===== src/rtl/ah_pl2ddr_pkg.sv =====
// Constants and codes shared by the PL-to-DDR transfer blocks.
// Transfer BRAM geometry plus the error codes understood by the command FSM.
package ah_pl2ddr_pkg;

  localparam int BRAM_ADDR_W = 10;
  localparam int BRAM_DEPTH  = 1024;
  localparam int WORD_W      = 32;

  // One slot is always left empty so that wr_ptr == rd_ptr means "empty".
  localparam logic [BRAM_ADDR_W-1:0] FULL_LEVEL = BRAM_ADDR_W'(BRAM_DEPTH - 1);

  typedef enum logic [1:0] {
    ERROR_NONE      = 2'd0,
    ERROR_OVERFLOW  = 2'd1,
    ERROR_UNDERFLOW = 2'd2,
    ERROR_TIMEOUT   = 2'd3
  } error_code_t;

endpackage


===== src/rtl/ah_pl2ddr_word_packer.sv =====
// Packs DATA_WIDTH-bit samples LSB-first into 32-bit words; flags the
// accept that completes a word and presents the completed word alongside it.
module ah_pl2ddr_word_packer
  import ah_pl2ddr_pkg::*;
#(
  parameter int DATA_WIDTH = 1
) (
  input  logic                  clk,
  input  logic                  rst,
  input  logic                  i_clear,
  input  logic                  i_accept,
  input  logic [DATA_WIDTH-1:0] i_sample,
  output logic                  o_word_done,
  output logic [WORD_W-1:0]     o_word,
  output logic [5:0]            o_pending
);

  localparam int         SPW  = WORD_W / DATA_WIDTH;
  localparam logic [5:0] LAST = 6'(SPW - 1);

  logic [WORD_W-1:0] r_word;
  logic [5:0]        r_pending;
  logic [WORD_W-1:0] w_next;

  // Current word with this cycle's sample dropped into its slot, so the
  // completing sample is visible in the word on the same cycle.
  always_comb begin
    w_next = r_word;
    w_next[int'(r_pending) * DATA_WIDTH +: DATA_WIDTH] = i_sample;
  end

  assign o_word_done = i_accept & (r_pending == LAST);
  assign o_word      = w_next;
  assign o_pending   = r_pending;

  always_ff @(posedge clk) begin
    if (rst || i_clear) begin
      r_word    <= '0;
      r_pending <= '0;
    end else if (i_accept) begin
      if (o_word_done) begin
        r_word    <= '0;
        r_pending <= '0;
      end else begin
        r_word    <= w_next;
        r_pending <= r_pending + 6'd1;
      end
    end
  end

endmodule


===== src/rtl/ah_pl2ddr_sample_packer.sv =====
// Sample capture front end of the PL-to-DDR path: undersampling, fill padding,
// word packing and circular writes into the transfer BRAM with overflow detect.
module ah_pl2ddr_sample_packer
  import ah_pl2ddr_pkg::*;
#(
  parameter int DATA_WIDTH = 1
) (
  input  logic                   clk,
  input  logic                   rst,
  input  logic [DATA_WIDTH-1:0]  in_data,
  input  logic                   in_data_valid,
  input  logic                   in_enable_active,
  input  logic                   in_enable_ovw,
  input  logic                   in_data_overwrite,
  input  logic [DATA_WIDTH-1:0]  in_data_overwrite_value,
  input  logic                   in_fill_data,
  input  logic [31:0]            in_undersampling,
  input  logic                   in_rst_data,
  input  logic [BRAM_ADDR_W-1:0] in_bram_addr_read,
  output logic                   out_bram_we,
  output logic [BRAM_ADDR_W-1:0] out_bram_addr_write,
  output logic [WORD_W-1:0]      out_bram_wdata,
  output logic [BRAM_ADDR_W-1:0] out_data_available,
  output logic [31:0]            out_data_index,
  output logic [5:0]             out_data_pending,
  output logic                   out_data_error
);

  logic [BRAM_ADDR_W-1:0] r_wr_ptr;
  logic [BRAM_ADDR_W-1:0] r_addr;
  logic [BRAM_ADDR_W-1:0] r_avail;
  logic [WORD_W-1:0]      r_wdata;
  logic [31:0]            r_us_cnt;
  logic [31:0]            r_index;
  logic                   r_we;
  logic                   r_error;

  logic                   w_us_step;
  logic                   w_real_acc;
  logic                   w_fill_acc;
  logic                   w_accept;
  logic [DATA_WIDTH-1:0]  w_sample;
  logic                   w_word_done;
  logic [WORD_W-1:0]      w_word;
  logic [5:0]             w_pending;
  logic [BRAM_ADDR_W-1:0] w_avail;
  logic                   w_full;

  // Fill mode blocks real samples; padding only runs while a partial word exists.
  assign w_us_step  = in_data_valid & (in_enable_active | in_enable_ovw) & ~in_fill_data;
  assign w_real_acc = w_us_step & (r_us_cnt == 32'd0);
  assign w_fill_acc = in_fill_data & (w_pending != 6'd0);
  assign w_accept   = w_real_acc | w_fill_acc;
  assign w_sample   = (w_fill_acc | in_data_overwrite) ? in_data_overwrite_value : in_data;

  assign w_avail = r_wr_ptr - in_bram_addr_read;
  assign w_full  = (w_avail == FULL_LEVEL);

  ah_pl2ddr_word_packer #(
    .DATA_WIDTH (DATA_WIDTH)
  ) u_word_packer (
    .clk         (clk),
    .rst         (rst),
    .i_clear     (in_rst_data),
    .i_accept    (w_accept),
    .i_sample    (w_sample),
    .o_word_done (w_word_done),
    .o_word      (w_word),
    .o_pending   (w_pending)
  );

  always_ff @(posedge clk) begin
    if (rst) begin
      r_wr_ptr <= '0;
      r_addr   <= '0;
      r_avail  <= '0;
      r_wdata  <= '0;
      r_us_cnt <= '0;
      r_index  <= '0;
      r_we     <= 1'b0;
      r_error  <= 1'b0;
    end else begin
      r_we    <= 1'b0;
      r_avail <= w_avail;
      if (in_rst_data) begin
        r_wr_ptr <= in_bram_addr_read;
        r_us_cnt <= '0;
        r_index  <= '0;
        r_error  <= 1'b0;
      end else begin
        if (w_us_step)
          r_us_cnt <= (r_us_cnt >= in_undersampling) ? 32'd0 : r_us_cnt + 32'd1;
        if (w_real_acc && (r_index != 32'hFFFF_FFFF))
          r_index <= r_index + 32'd1;
        // A word completing into a full buffer is lost; the index still counts it.
        if (w_word_done) begin
          if (w_full) begin
            r_error <= 1'b1;
          end else begin
            r_we     <= 1'b1;
            r_addr   <= r_wr_ptr;
            r_wdata  <= w_word;
            r_wr_ptr <= r_wr_ptr + 1'b1;
          end
        end
      end
    end
  end

  assign out_bram_we         = r_we;
  assign out_bram_addr_write = r_addr;
  assign out_bram_wdata      = r_wdata;
  assign out_data_available  = r_avail;
  assign out_data_index      = r_index;
  assign out_data_pending    = w_pending;
  assign out_data_error      = r_error;

endmodule

===== config.mk =====
export PLATFORM = sky130hd
export DESIGN_NAME = ah_pl2ddr_sample_packer
export DESIGN_NICKNAME = d
export VERILOG_FILES = /design/src/rtl/ah_pl2ddr_pkg.sv /design/src/rtl/ah_pl2ddr_word_packer.sv /design/src/rtl/ah_pl2ddr_sample_packer.sv
export SDC_FILE = /design/constraint.sdc
export NUM_CORES = 1
export LEC_CHECK = 0
export CAP_MARGIN = 20
export CORE_UTILIZATION = 59
export CTS_CLUSTER_DIAMETER = 30
export CTS_CLUSTER_SIZE = 20
export DETAILED_ROUTE_END_ITERATION = 12
export PLACE_DENSITY = 0.9
export SLEW_MARGIN = 40
export SYNTH_ARGS = -nofsm -noshare
export SYNTH_HDL_FRONTEND = slang
export SYNTH_SLANG_ARGS = --single-unit

===== constraint.sdc =====
create_clock -name clk -period 4.2 [get_ports clk]
set_input_delay 0.63 -clock clk [delete_from_list [all_inputs] [get_ports clk]]
set_output_delay 0.63 -clock clk [all_outputs]
set_load 0.02 [all_outputs]

==> summary.md, run 1 <==
| Metric | Value |
|---|---|
| Residual DRC | 0 |
| TritonCTS Buffers | 17 |
| Count of final max-slew check failures | 0 |
| Critical path class | in2reg |
| CP delay by family, top | buffers and inverters |
| Main synth FF type | dfxtp_1 |
| CTS clk-pin slew, worst paths | 0.07 ns |
| FP Rows | 45 |
| Synth area leaders | dfxtp_1 (36%), ha_1 (6.5%), nor3_1 (5.3%) |
| Detailed-route via count | just under 9000 |
| Buffers on Ports | between 100 and 150 |
| Worst slack, placed | approximately 0.33 ns |
| EDFF count, synth | 0 |
| Die Span Y | approximately 130 um |
| GR Overflow Total | 0 |
| Status | finished, final reports clean |
| Worst min path class | reg2reg |
| Max-cap viol count | 0 |
| Initial antenna violation count | 0 |
| Crit path max fanout | 30 |
| WP buf/inv | 3 |
| Post-DRT Antenna Nets | 0 |
| Maximum vdd drop | roughly 0.00029 V |
| FF+latch count, synth | 166 |
| Worst slew pin tran | 0.779 ns |
| Syn_nets | approximately 1200 |
| Required @ worst endpoint | 4.49 ns |
| Num ports | 144 |
| Gpl congestion | around 0.9 |
| Core box area | about 15000 sq um |
| Maximum clock frequency | about 280 MHz |
| Clk_lat worst skew | 0.43 ns |
| Final period utilization | 0.838 |
| Register area | 3320 sq um |
| Hold buffer count at CTS | 0 |
| Yosys top cell area share | 0.360 |
| CTS Sinks | 166 |
| Post-DP Area | 10800 sq um |
| Area leader, netlist | dfxtp_1 |
| First-pass iteration count of the detailed router | 6 |
| Final setup vio count | 0 |
| Area delta synth->final | 23.3% |
| Largest net degree at the start of global routing | 65 |
| Final core utilization | 0.746 |
| Startpoint Class | input pin |
| Root Driver | clkbuf_16 |
| Syn Inst Count | 1103 |
| Fillers | between 1000 and 1500 |
| Most frequent cells in the layout | dfxtp_1 (166), clkdlybuf4s50_1 (142), nor2_1 (109), nor3_1 (97), a21oi_1 (64) |
| CTS tree | built |
| Leak Pwr | 4.15 nW |
| Slew headroom | 0.478 |
| Distinct cells, synth | 70 |
| Vias in the first global route | about 8200 |
| Crit. End Element | flip-flop |
| Layout Skew | 0.00869 ns |
| CTS resizes | 0 |
| Slowest CP cell | clkdlybuf4s50_1 |
| Most common cell after layout, fill and taps aside | dfxtp_1 |
| CTS max path bufs | 2 |
| First-pass GRT wire length | ~39000 um |
| Post-CTS setup buffers | 0 |
| Setup ws final | 0.679 ns |
| Detailed Route WL | around 24000 um |
| Fin. Hold Viols | 0 |
| Post-route setup TNS | 0 ns |
| Finished Cell Area | 11400 sq um |
| HPWL after DPL | 16100 um |
| Die width | 127 um |
| H-tree depth | 4 |
| NumNets Final | 1314 |
| Multi-input gate area | roughly 5400 sq um |
| WL/cell | 16.7 um |
| Most Frequent Cell on Critical Path | nor3_1 |
| Fraction of layout cells with a size suffix above 1 | 0.0938 |
| Post-Route Hold Slack | 0.486 ns |
| Slowest stage delay, CP | 0.50 ns |
| Crit path time final | 3.52 ns |
| Diodes inserted | 0 |
| CP Cell Sequence | clkdlybuf4s50_1 > ha_1 > inv_1 > fa_1 > a211oi_2 > or2_1 > a311oi_2 > nor3_1 > nand4_1 > buf_4 > a21oi_1 > nor3_1 |
| Worst EP arrival | 3.81 ns |
| Starting density of the core | 0.605 |
| Ys async rst share | 0 |
| Die area | 16200 sq um |
| Syn Std Cell Area | 9240 sq um |
| Synth warnings | 0 |
| RSZ-0062 raised after global routing | no |
| Seq/Total Area, Yosys | 0.360 |
| Initial drt markers | 924 |
| GRT Overall Usage | 0.300 |
| PwrDens | a little over 300 nW/um^2 |
| Via density | 6.13 |
| Mapped Avg Cell Area | approximately 8.4 sq um |
[Yosys cell counts, drive strengths merged (3+ instances only)]
| master | instances |
|---|---|
| a311oi | 3 |
| nor4b | 3 |
| nor2 | 112 |
| nand2b | 6 |
| a211oi | 35 |
| nor2b | 4 |
| and3 | 10 |
| a31oi | 3 |
| a21oi | 64 |
| nand2 | 42 |
| nand3 | 60 |
| xor2 | 31 |
| nor3b | 5 |
| or3 | 12 |
| or2 | 8 |
| mux2i | 5 |
| nand4 | 26 |
| a2111oi | 6 |
| o211ai | 8 |
| a221oi | 3 |
| mux2 | 32 |
| ha | 48 |
| and2 | 4 |
| buf | 24 |
| and4 | 15 |
| inv | 61 |
| o21ai | 29 |
| o31a | 10 |
| dfxtp | 166 |
| a22oi | 31 |
| or4 | 5 |
| nor4 | 24 |
| a21o | 12 |
| nor3 | 97 |
| clkbuf | 48 |
| xnor2 | 33 |
[through the flow]
stage | total power [mW] | cells
3_5_place_dp | 2.00 | 1404
5_1_grt | 3.63 | 1437
6_report | 3.52 | 1437
3_3_place_gp | 1.99 | 1404
4_1_cts | 3.53 | 1436
2_1_floorplan | 1.86 | 1103
[area by class of cell]
class	instances	share of cell area
well taps	211	0.0232
clock inverters	12	0.0104
multi-input cells	804	0.473
repair buffers	163	0.140
clock buffers	20	0.0410
inverters	61	0.0201
flip-flops and latches	166	0.292
[state kept, by name, summed over array words and instances, names as in the netlist]
signal                   count
out_bram_addr_write         10
out_bram_wdata              32
out_bram_we                  1
out_data_available          10
out_data_error               1
out_data_index              32
r_us_cnt                    32
r_wr_ptr                    10
u_word_packer.o_pending      6
u_word_packer.r_word        32
[worst paths after layout]
kind	slack (ns)	depth (start not counted)	start	end
setup / recovery	0.68	12	in_bram_addr_read[0]	out_bram_wdata[1]
hold / removal	0.49	2	out_bram_addr_write[1]	out_bram_addr_write[1]
setup reg to reg	0.85	12	r_wr_ptr[0]	out_bram_wdata[1]
hold reg to reg	0.49	2	out_bram_addr_write[1]	out_bram_addr_write[1]
[per-layer routing]
layer	part of all wire	track usage	vias up
met1	0.43	0.379	4219
met3	0.066	0.0708	44
li1	-	-	4233
met5	0	0	-
met2	0.49	0.507	315
met4	0.016	0.0924	0
[worst reg2reg max path: stages, from the launching register on]
cell      delay, ns
dfxtp_1        0.41
inv_1          0.11
ha_1           0.21
inv_1          0.07
fa_1           0.25
a211oi_2       0.11
or2_1          0.30
a221o_1        0.40
a211oi_1       0.29
nand4_1        0.38
buf_4          0.38
a21oi_1        0.22
nor3_1         0.07
[power by group]
part	total, mW	switching (mW)	internal (mW)
Sequential	1.61	0.0165	1.59
Clock	1.56	0.686	0.871
Combinational	0.356	0.201	0.155
[cell families (layout without fill, tap and decap cells)]
kind of cell,after synthesis,in the layout,share of synthesized area
AO/OA/AOI/OAI,220,220,0.166
XOR/XNOR,64,64,0.0607
adder cells (fa/ha/maj),49,49,0.0672
buffers and inverters,133,256,0.0607
flip-flops,166,166,0.360
multiplexers,37,37,0.0444
AND/OR/NAND/NOR,434,434,0.242
(Power assumes the default switching activity.)
==> inputs of run 2 (changes only) <==
Settings changed: CORE_UTILIZATION 59 to 55, PLACE_DENSITY 0.9 to 0.85.
Clock period 4.2 ns to 3.5 ns, I/O delays scaled along.
==> run 2 against run 1 <==
Net effect:
- clock skew shrank 0.0011 ns
- sequential share of layout area down 0.39 points
- sequential cell count is the same
- routed wire length is 4.9% lower
- clock power up 20%
- first-iteration DRC count decreased by 29%
- critical path type unchanged
- largest power group unchanged
==> summary.md, run 2 (synthesis gave the netlist of run 1 again) <==
| Metric | Value |
|---|---|
| Status | finished, final reports clean |
| Post-DRT Antenna Nets | 0 (unchanged) |
| Slowest stage delay, CP | 0.48 ns (-0.02 ns) |
| Fillers | 1286 (+17%) |
| Residual DRC | 0 (unchanged) |
| Via density | 5.87 (-4.2%) |
| Layout Skew | 0.00760 ns (-0.00108 ns) |
| Finished Cell Area | 11500 sq um (+1.4%) |
| Final core utilization | 0.701 (-0.0453) |
| CTS max path bufs | 2 (unchanged) |
| Leak Pwr | 4.23 nW (+1.9%) |
| WL/cell | 15.6 um (-6.3%) |
| Detailed-route via count | 8571 (-2.7%) |
| Crit path time final | 3.19 ns |
| Count of final max-slew check failures | 0 (unchanged) |
| Crit. End Element | flip-flop |
| FP Rows | 47 (+4.4%) |
| CTS Sinks | 166 (unchanged) |
| Post-DP Area | 11000 sq um (+1.7%) |
| Initial antenna violation count | 0 (unchanged) |
| Worst min path class | reg2reg |
| Die Span Y | 132 um (+3.5%) |
| Num ports | 144 (unchanged) |
| Required @ worst endpoint | 3.83 ns (-0.66 ns) |
| Fraction of layout cells with a size suffix above 1 | 0.102 (+0.00789) |
| Most frequent cells in the layout | dfxtp_1 (166), clkdlybuf4s50_1 (142), nor2_1 (109), nor3_1 (97), a21oi_1 (64) |
| Vias in the first global route | 8045 (-1.7%) |
| PwrDens | 368 nW/um^2 (+19%) |
| Slew headroom | 0.433 (-0.0455) |
| Total Power | 4.24 mW (+20%) |
| Final period utilization | 0.912 |
| First-pass GRT wire length | 38500 um (-2.4%) |
| GR Overflow Total | 0 (unchanged) |
| Most common cell after layout, fill and taps aside | dfxtp_1 |
| Starting density of the core | 0.561 (-0.0444) |
| First-pass iteration count of the detailed router | 5 (-1) |
| CTS tree | built |
| RSZ-0062 raised after global routing | no |
| Worst slew pin tran | 0.851 ns (+0.0715 ns) |
| WP buf/inv | 3 (unchanged) |
| Clk_lat worst skew | 0.43 ns (about the same) |
| Area delta synth->final | 25.0% |
| TritonCTS Buffers | 17 (unchanged) |
| Maximum vdd drop | 0.000337 V (+18%) |
| HPWL after DPL | 16000 um (-0.66%) |
| Post-CTS setup buffers | 0 (unchanged) |
| Critical path class | in2reg |
| Post-Layout Cell Count | 1459 (+1.5%) |
| Fin. Hold Viols | 0 (unchanged) |
| Core box area | 16500 sq um (+7.9%) |
| CTS resizes | 0 (unchanged) |
| Gpl congestion | 0.870 (-5.4%) |
| Hold buffer count at CTS | 0 (unchanged) |
| Largest net degree at the start of global routing | 65 (unchanged) |
| Root Driver | clkbuf_16 |
| Worst EP arrival | 3.52 ns (-0.29 ns) |
| Buffers on Ports | 143 (unchanged) |
| Die area | 17300 sq um (+7.2%) |
| H-tree depth | 4 (unchanged) |
| Placed Instances | 1428 (+1.7%) |
| Final setup vio count | 0 (unchanged) |
| Max-cap viol count | 0 (unchanged) |
| Slowest CP cell | clkdlybuf4s50_1 |
| CTS clk-pin slew, worst paths | 0.06 ns (about the same) |
| GRT Overall Usage | 0.269 (-0.0309) |
| Maximum clock frequency | 313 MHz |
| CP delay by family, top | compound AO/OA/AOI/OAI gates |
| Crit path max fanout | 6 (-80%) |
| CP Cell Sequence | clkdlybuf4s50_1 > ha_1 > inv_1 > fa_1 > a211oi_2 > or2_1 > a311oi_2 > buf_4 > a2111oi_4 > nand4_2 > and4_1 > a2111oi_2 |
| Detailed Route WL | 22800 um (-4.9%) |
| Diodes inserted | 0 (unchanged) |
| Initial drt markers | 655 (-29%) |
| Die width | 132 um (+3.5%) |
| Startpoint Class | input pin |
| NumNets Final | 1328 (+1.1%) |
run 2: changes by cell type in the layout (fill, tap and decap cells not counted), sizes merged:
cell    delta
bufinv     +1
buf       +14
clkinv     -1
inv        -1
run 2: final timing paths:
kind,start,to,slack [ns],cells past startpoint
worst max register to register,r_wr_ptr[0],r_wr_ptr[9],0.44,12
worst min-delay path,out_bram_addr_write[0],out_bram_addr_write[0],0.48,2
worst max-delay path,in_bram_addr_read[0],r_wr_ptr[9],0.31,12
worst min register to register,out_bram_addr_write[0],out_bram_addr_write[0],0.48,2
run 2: per-stage QoR:
| step | setup slack, ns | hold WS (ns) | setup TNS [ns] |
|---|---|---|---|
| global route | 0.0868 | 0.514 | 0 |
| finish | 0.308 | 0.478 | 0 |
| CTS | 0.309 | 0.479 | 0 |
| global placement | -0.0684 | 0.449 | -0.0684 |
| detailed placement | -0.133 | 0.469 | -0.605 |
| floorplan | 0.589 | 0.471 | 0 |
run 2: power by group:
part	leakage, nW	switching, mW	internal, mW
logic	2.61	0.242	0.199
registers	1.34	0.0191	1.91
clock network	0.279	0.785	1.09
run 2: metal layers:
metal,vias to the layer above,share of wire,track usage
li1,4235,-,-
met4,0,0.017,0.103
met3,32,0.062,0.0548
met2,291,0.47,0.436
met1,4013,0.45,0.351
met5,-,0,0
run 2: worst reg2reg max path, delay by kind of cell, from the launching register on:
family,cells,cell delay (ns)
AO/OA/AOI/OAI,4,1.03
AND/OR/NAND/NOR,3,0.69
adder cells (fa/ha/maj),2,0.55
flip-flops,1,0.36
buffers and inverters,3,0.32
run 2: area by class of cell:
cell class | instances | area [sq um] | share of cell area
multi-input combinational | 804 | 5380 | 0.466
sequential | 166 | 3320 | 0.288
inverter | 61 | 229 | 0.0198
clock buffer | 20 | 457 | 0.0396
timing repair buffer | 177 | 1760 | 0.152
tap | 220 | 275 | 0.0239
clock inverter | 11 | 124 | 0.0107
==> inputs of run 3 (changes only) <==
Settings changed: CTS_CLUSTER_DIAMETER 30 to not set.
==> results of run 3 <==
The final DEF is identical to that of run 2; final timing and power are the same.
